[src/rtl/reflet_int_scheduler.sv]
// Serialising interrupt scheduler: captures request edges, arbitrates (fixed or
// round-robin), and runs a claim / EOI handshake with a claim timeout.
module reflet_int_scheduler #(
  parameter int unsigned wordsize       = 16,
  parameter int unsigned base_addr_size = 16,
  parameter logic [base_addr_size-1:0] base_addr = 16'hFF10,
  parameter int unsigned claim_timeout  = 255
) (
  input  logic                      clk,
  input  logic                      reset,
  input  logic                      enable,
  input  logic [base_addr_size-1:0] addr,
  input  logic                      write_en,
  input  logic [wordsize-1:0]       data_in,
  output logic [wordsize-1:0]       data_out,
  input  logic [7:0]                int_req,
  output logic [3:0]                cpu_int
);

  localparam int unsigned AW = base_addr_size + 1;

  typedef enum logic [1:0] {S_IDLE, S_ARB, S_SIGNAL, S_SERVICE} state_t;

  state_t      state_q, state_d;
  logic        en_q, en_d, rr_q, rr_d, to_q, to_d;
  logic [1:0]  line_q, line_d;
  logic [7:0]  pend_q, pend_d, mask_q, mask_d, prev_q, prev_d, cnt_q, cnt_d;
  logic [2:0]  ptr_q, ptr_d, act_q, act_d;

  logic        sel, wr_ctrl, wr_pend, wr_act, wr_mask, abort;
  logic [1:0]  offset;
  logic [7:0]  wdata, rdata, sw_clr, grant_clr, repend, elig;
  logic [2:0]  start, win;
  logic        found;
  logic        unused_hi;

  // Address decode on a widened compare so base_addr+4 cannot wrap
  assign sel    = enable && ({1'b0, addr} >= {1'b0, base_addr})
                         && ({1'b0, addr} <  ({1'b0, base_addr} + AW'(4)));
  assign offset = 2'(addr - base_addr);
  assign wdata  = data_in[7:0];
  assign unused_hi = ^data_in[wordsize-1:8];

  assign wr_ctrl = sel && write_en && (offset == 2'd0);
  assign wr_pend = sel && write_en && (offset == 2'd1);
  assign wr_act  = sel && write_en && (offset == 2'd2);
  assign wr_mask = sel && write_en && (offset == 2'd3);
  assign abort   = wr_ctrl && !wdata[0];

  assign sw_clr = wr_pend ? wdata : 8'h00;

  // Eligibility seen by ARB includes software writes landing on the same edge
  assign elig  = pend_q & ~sw_clr & mask_d;
  assign start = rr_q ? ptr_q : 3'd0;

  always_comb begin
    found = 1'b0;
    win   = 3'd0;
    for (int k = 0; k < 8; k++) begin
      if (!found && elig[3'(start + 3'(k))]) begin
        found = 1'b1;
        win   = 3'(start + 3'(k));
      end
    end
  end

  always_comb begin
    state_d   = state_q;
    en_d      = en_q;
    rr_d      = rr_q;
    line_d    = line_q;
    to_d      = to_q;
    mask_d    = wr_mask ? wdata : mask_q;
    prev_d    = int_req;
    cnt_d     = cnt_q;
    ptr_d     = ptr_q;
    act_d     = act_q;
    grant_clr = 8'h00;
    repend    = 8'h00;

    if (wr_ctrl) begin
      en_d   = wdata[0];
      rr_d   = wdata[1];
      line_d = wdata[3:2];
      if (wdata[7]) to_d = 1'b0;
    end

    if (abort) begin
      state_d = S_IDLE;
      act_d   = 3'd0;
    end else begin
      unique case (state_q)
        S_IDLE: if (en_q && |(pend_q & mask_q)) state_d = S_ARB;
        S_ARB: begin
          if (found) begin
            state_d   = S_SIGNAL;
            act_d     = win;
            grant_clr = 8'(1) << win;
            cnt_d     = 8'(claim_timeout);
            if (rr_q) ptr_d = 3'(win + 3'd1);
          end else begin
            state_d = S_IDLE;
          end
        end
        S_SIGNAL: begin
          cnt_d = 8'(cnt_q - 8'd1);
          if (wr_act) begin
            state_d = S_SERVICE;
          end else if (cnt_q == 8'd1) begin
            state_d = S_IDLE;
            repend  = 8'(1) << act_q;
            to_d    = 1'b1;
            act_d   = 3'd0;
          end
        end
        S_SERVICE: begin
          if (wr_act) begin
            state_d = S_IDLE;
            act_d   = 3'd0;
          end
        end
        default: state_d = S_IDLE;
      endcase
    end

    // New edges win over any clear on the same edge
    pend_d = (pend_q & ~sw_clr & ~grant_clr) | repend | (int_req & ~prev_q);
  end

  always_ff @(posedge clk or negedge reset) begin
    if (!reset) begin
      state_q <= S_IDLE;
      en_q    <= 1'b0;
      rr_q    <= 1'b0;
      line_q  <= 2'd0;
      to_q    <= 1'b0;
      pend_q  <= 8'h00;
      mask_q  <= 8'hFF;
      prev_q  <= 8'h00;
      cnt_q   <= 8'h00;
      ptr_q   <= 3'd0;
      act_q   <= 3'd0;
    end else begin
      state_q <= state_d;
      en_q    <= en_d;
      rr_q    <= rr_d;
      line_q  <= line_d;
      to_q    <= to_d;
      pend_q  <= pend_d;
      mask_q  <= mask_d;
      prev_q  <= prev_d;
      cnt_q   <= cnt_d;
      ptr_q   <= ptr_d;
      act_q   <= act_d;
    end
  end

  always_comb begin
    unique case (offset)
      2'd0:    rdata = {to_q, 3'b000, line_q, rr_q, en_q};
      2'd1:    rdata = pend_q;
      2'd2:    rdata = {(state_q == S_SIGNAL) || (state_q == S_SERVICE),
                        state_q == S_SERVICE, 3'b000, act_q};
      default: rdata = mask_q;
    endcase
  end

  assign data_out = sel ? wordsize'(rdata) : '0;
  assign cpu_int  = (state_q == S_SIGNAL) ? 4'(4'b0001 << line_q) : 4'b0000;

endmodule

[config.mk]
export PLATFORM = sky130hd
export DESIGN_NAME = reflet_int_scheduler
export DESIGN_NICKNAME = d
export VERILOG_FILES = /design/src/rtl/reflet_int_scheduler.sv
export SDC_FILE = /design/constraint.sdc
export NUM_CORES = 1
export LEC_CHECK = 0
export BUFFER_PORTS_ARGS = -buffer_cell sky130_fd_sc_hd__clkbuf_2
export CAP_MARGIN = 40
export CORE_ASPECT_RATIO = 0.7
export CORE_MARGIN = 2
export CORE_UTILIZATION = 30
export DETAILED_ROUTE_END_ITERATION = 8
export PLACE_DENSITY_LB_ADDON = 0.3
export SLEW_MARGIN = 20
export SYNTH_ARGS = -nofsm -noshare
export SYNTH_HDL_FRONTEND = slang
export SYNTH_SLANG_ARGS = --single-unit
[constraint.sdc]
create_clock -name clk -period 6.2 [get_ports clk]
set_input_delay 0.62 -clock clk [delete_from_list [all_inputs] [get_ports clk]]
set_output_delay 0.62 -clock clk [all_outputs]
set_load 0.1 [all_outputs]
==> flow_summary.ini <==
[global_route]
antenna_found_initial = 0
first_global_vias = 3552
grt.total_usage_pct = 17.26
grt_pass1_wl_um = 19550
grt_max_degree = 46
grt_overflow = 0

[yosys]
ys_ff_latch = 45
synthAdderAreaFrac_pct = 4.630
synth_top_family_by_area = simple AND/OR/NAND/NOR gates
yosys.area_share.simple_pct = 28.09
synth-seq-area-share_pct = 28.02
synth.area.top_cells = dfrtp_1, nand2_1, dfstp_2
synth.area.mux_share_pct = 10.86
syn-instance-count = 476
synth_edf_count = 0
synth_warnings = 0
synth_top_area_cell = dfrtp_1
yosys-top-cells-count = nand2_1, nor2_1, dfrtp_1
synth-compound-area-share_pct = 21.11
synth.cell_area_sq_mm = 0.004054
synth_xor_area_share_pct = 0.8642
yosysTopAreaCellShare_pct = 22.84
synth_ff_type = dfrtp_1
yosysMostFrequentCell = nand2_1
synthArstFlopShare_pct = 100.0
avgSynthCellArea_sq_um = 8.517
ys_types = 79

[floorplanning]
chipHeight_um = 101.3
start_util_pct = 30.75
die_area_sq_mm = 0.01447
io-pin-count = 64
row_count = 35
fp.dieW_um = 142.9
core-area_sq_mm = 0.01318

[clocking]
cts_hold_buf = 0
clk_transition_reported_paths_ns = 0.06
cts-root-buf = clkbuf_16
cts_tree = done
clk_latency_ns = 0.29
cts_setup_buffers = 0
cts_max_level = 2
cts.path.max_buffers = 2
cts.repair.resized = 0
cts.sinks = 45
cts_buffers = 5

[route]
drc = 0
firstDrtPassIters = 5
drt_iter0_drc = 429
vias = 3867
wl_um = 12210
detail_route.vias_per_cell = 5.548
wl_per_cell_um = 17.51
antenna_left = 0

[sta]
final-hold-violation-count = 0
fin_crit_sh_pct = 82.19
min_period_ns = 5.096
worstMarginPinSlew_ns = 0.7688
fin_skew_ns = 0.009200
max_freq_mhz = 196.2
rsz0062_at_grt = false
slew_headroom_pct = 48.38
final-setup-viol-count = 0
maxSlewViolCount = 0
timing.setup.tns_ns = 0
fin_hold_ws_ns = 0.4214

[place]
dpl.hpwl_um = 9551
routabilityCongestion = 0.8767
portBuffers = 47

[setup_path]
required_ns = 6.40
cp-start-kind = flip-flop
path_max_fanout = 13
regToRegStartpoint = rr_q$_DFFE_PN0P_
rrSetupSlack_ns = 1.10
crit_path_end_kind = flip-flop
r2r_end = pend_q[7]$_DFF_PN0_
cp.arrival_ns = 5.30
ff2ff_path_depth = 16
worstSetupPathType = flip-flop to flip-flop

[final_layout]
fill_cells = 1367
n_antenna_cell = 0
nets = 571
syn2layout_area_growth_pct = 12.78
drive_gt1_share_pct = 21.09

[power]
power_frac_comb_pct = 18.6
leakage_nw = 1.970
ir_drop_mv = 0.09817
switching_share_pct = 29.13
internal_power_w = 0.0005288
p_seq_share_pct = 40.8
p_clk_share_pct = 40.6
switchingPower_w = 0.0002173
power.density_mw_per_mm2 = 163.2

[job]
max_cap_violations = 0

[hold_path]
hp-class = primary input to asynchronous set/reset pin

[status]
status = complete, no violations
==> through the flow <==
step                cell area (sq um)  utilization [%]   power, W  worst slack [ns]  instances
global route                     4572            34.68  0.0007782            0.8086        697
global placement                 4407            33.43  0.0004422             1.018        689
CTS                              4572            34.68  0.0007473             1.220        697
floorplan                        4080                -  0.0004088             1.810        483
finish                           4572            34.68  0.0007461             1.104        697
detailed placement               4412            33.47  0.0004452            0.9579        690
==> worst max-delay path: stages, from the launching register on <==
cell	delay, ns
dfrtp_1	0.61
nand2_1	0.33
inv_1	0.32
ha_1	0.39
inv_1	0.14
xnor2_1	0.53
nor2_1	0.09
a22o_1	0.30
nor2_1	0.23
a21boi_0	0.32
nor4b_1	0.11
a211oi_1	0.60
inv_1	0.16
ha_1	0.27
ha_1	0.18
a221o_1	0.33
o221ai_1	0.08
==> area by class of cell <==
type	count	area, sq um	share of cell area, %
Timing Repair Buffer	51	262.8	5.747
Tap cell	185	231.5	5.063
Multi-Input combinational cell	384	2688	58.79
Clock inverter	2	35.03	0.7663
Clock buffer	5	125.1	2.737
Inverter	25	93.84	2.053
Sequential cell	45	1136	24.85
==> sequential cells by signal (all words and copies together), names as in the netlist <==
register and cells:
prev_q 8, rr_q 1, ptr_q 3, line_q 2, state_q 2, en_q 1, act_q 3, pend_q 8
mask_q 8, cnt_q 8, to_q 1
==> power by group through the flow <==
stage               logic (W)  clock network, W  registers [W]
CTS                  0.000137          0.000307       0.000304
detailed placement   0.000136                 0       0.000309
finish               0.000139          0.000303       0.000304
global route         0.000151          0.000322       0.000305
floorplan            0.000100                 0       0.000308
global placement     0.000133                 0       0.000309
==> placed cells by master (no fill, tap or decap), drive strengths merged, types with 5 or more instances in the layout <==
master,n
dfrtp,37
a211oi,8
and4,7
o311ai,10
nor2,39
nand2,71
o21ai,12
o22ai,7
ha,15
clkbuf,52
nor3,12
o221ai,6
and2,5
nand2b,6
nor2b,8
a21oi,13
dfstp,8
o21a,5
a31oi,7
mux2,13
mux2i,20
and3,11
inv,25
nand3,19
nor3b,13
conb,8
==> layer usage <==
metal | track usage (%) | routed length (um)
met1 | 27.52 | 6363
met2 | 23.19 | 4592
met3 | 4.350 | 1165
met4 | 2.818 | 85
met5 | 0 | 0
==> kinds of logic (layout without fill, tap and decap cells) <==
logic type | count (synthesis) | in the layout
XOR/XNOR | 4 | 4
multiplexers | 37 | 37
AND/OR/NAND/NOR | 210 | 210
other | 1 | 8
buffers and inverters | 54 | 83
adder cells (fa/ha/maj) | 15 | 15
flip-flops | 45 | 45
AO/OA/AOI/OAI | 110 | 110
==> worst max-delay path by stage <==
stage,start,to,slack (ns)
3_3_place_gp,addr[3],pend_q[3]$_DFF_PN0_,1.02
6_report,rr_q$_DFFE_PN0P_,pend_q[7]$_DFF_PN0_,1.10
4_1_cts,addr[3],pend_q[3]$_DFF_PN0_,1.22
3_5_place_dp,addr[3],pend_q[7]$_DFF_PN0_,0.96
5_1_grt,rr_q$_DFFE_PN0P_,pend_q[7]$_DFF_PN0_,0.81
2_1_floorplan,addr[1],data_out[7],1.81
(Power assumes the default switching activity.)
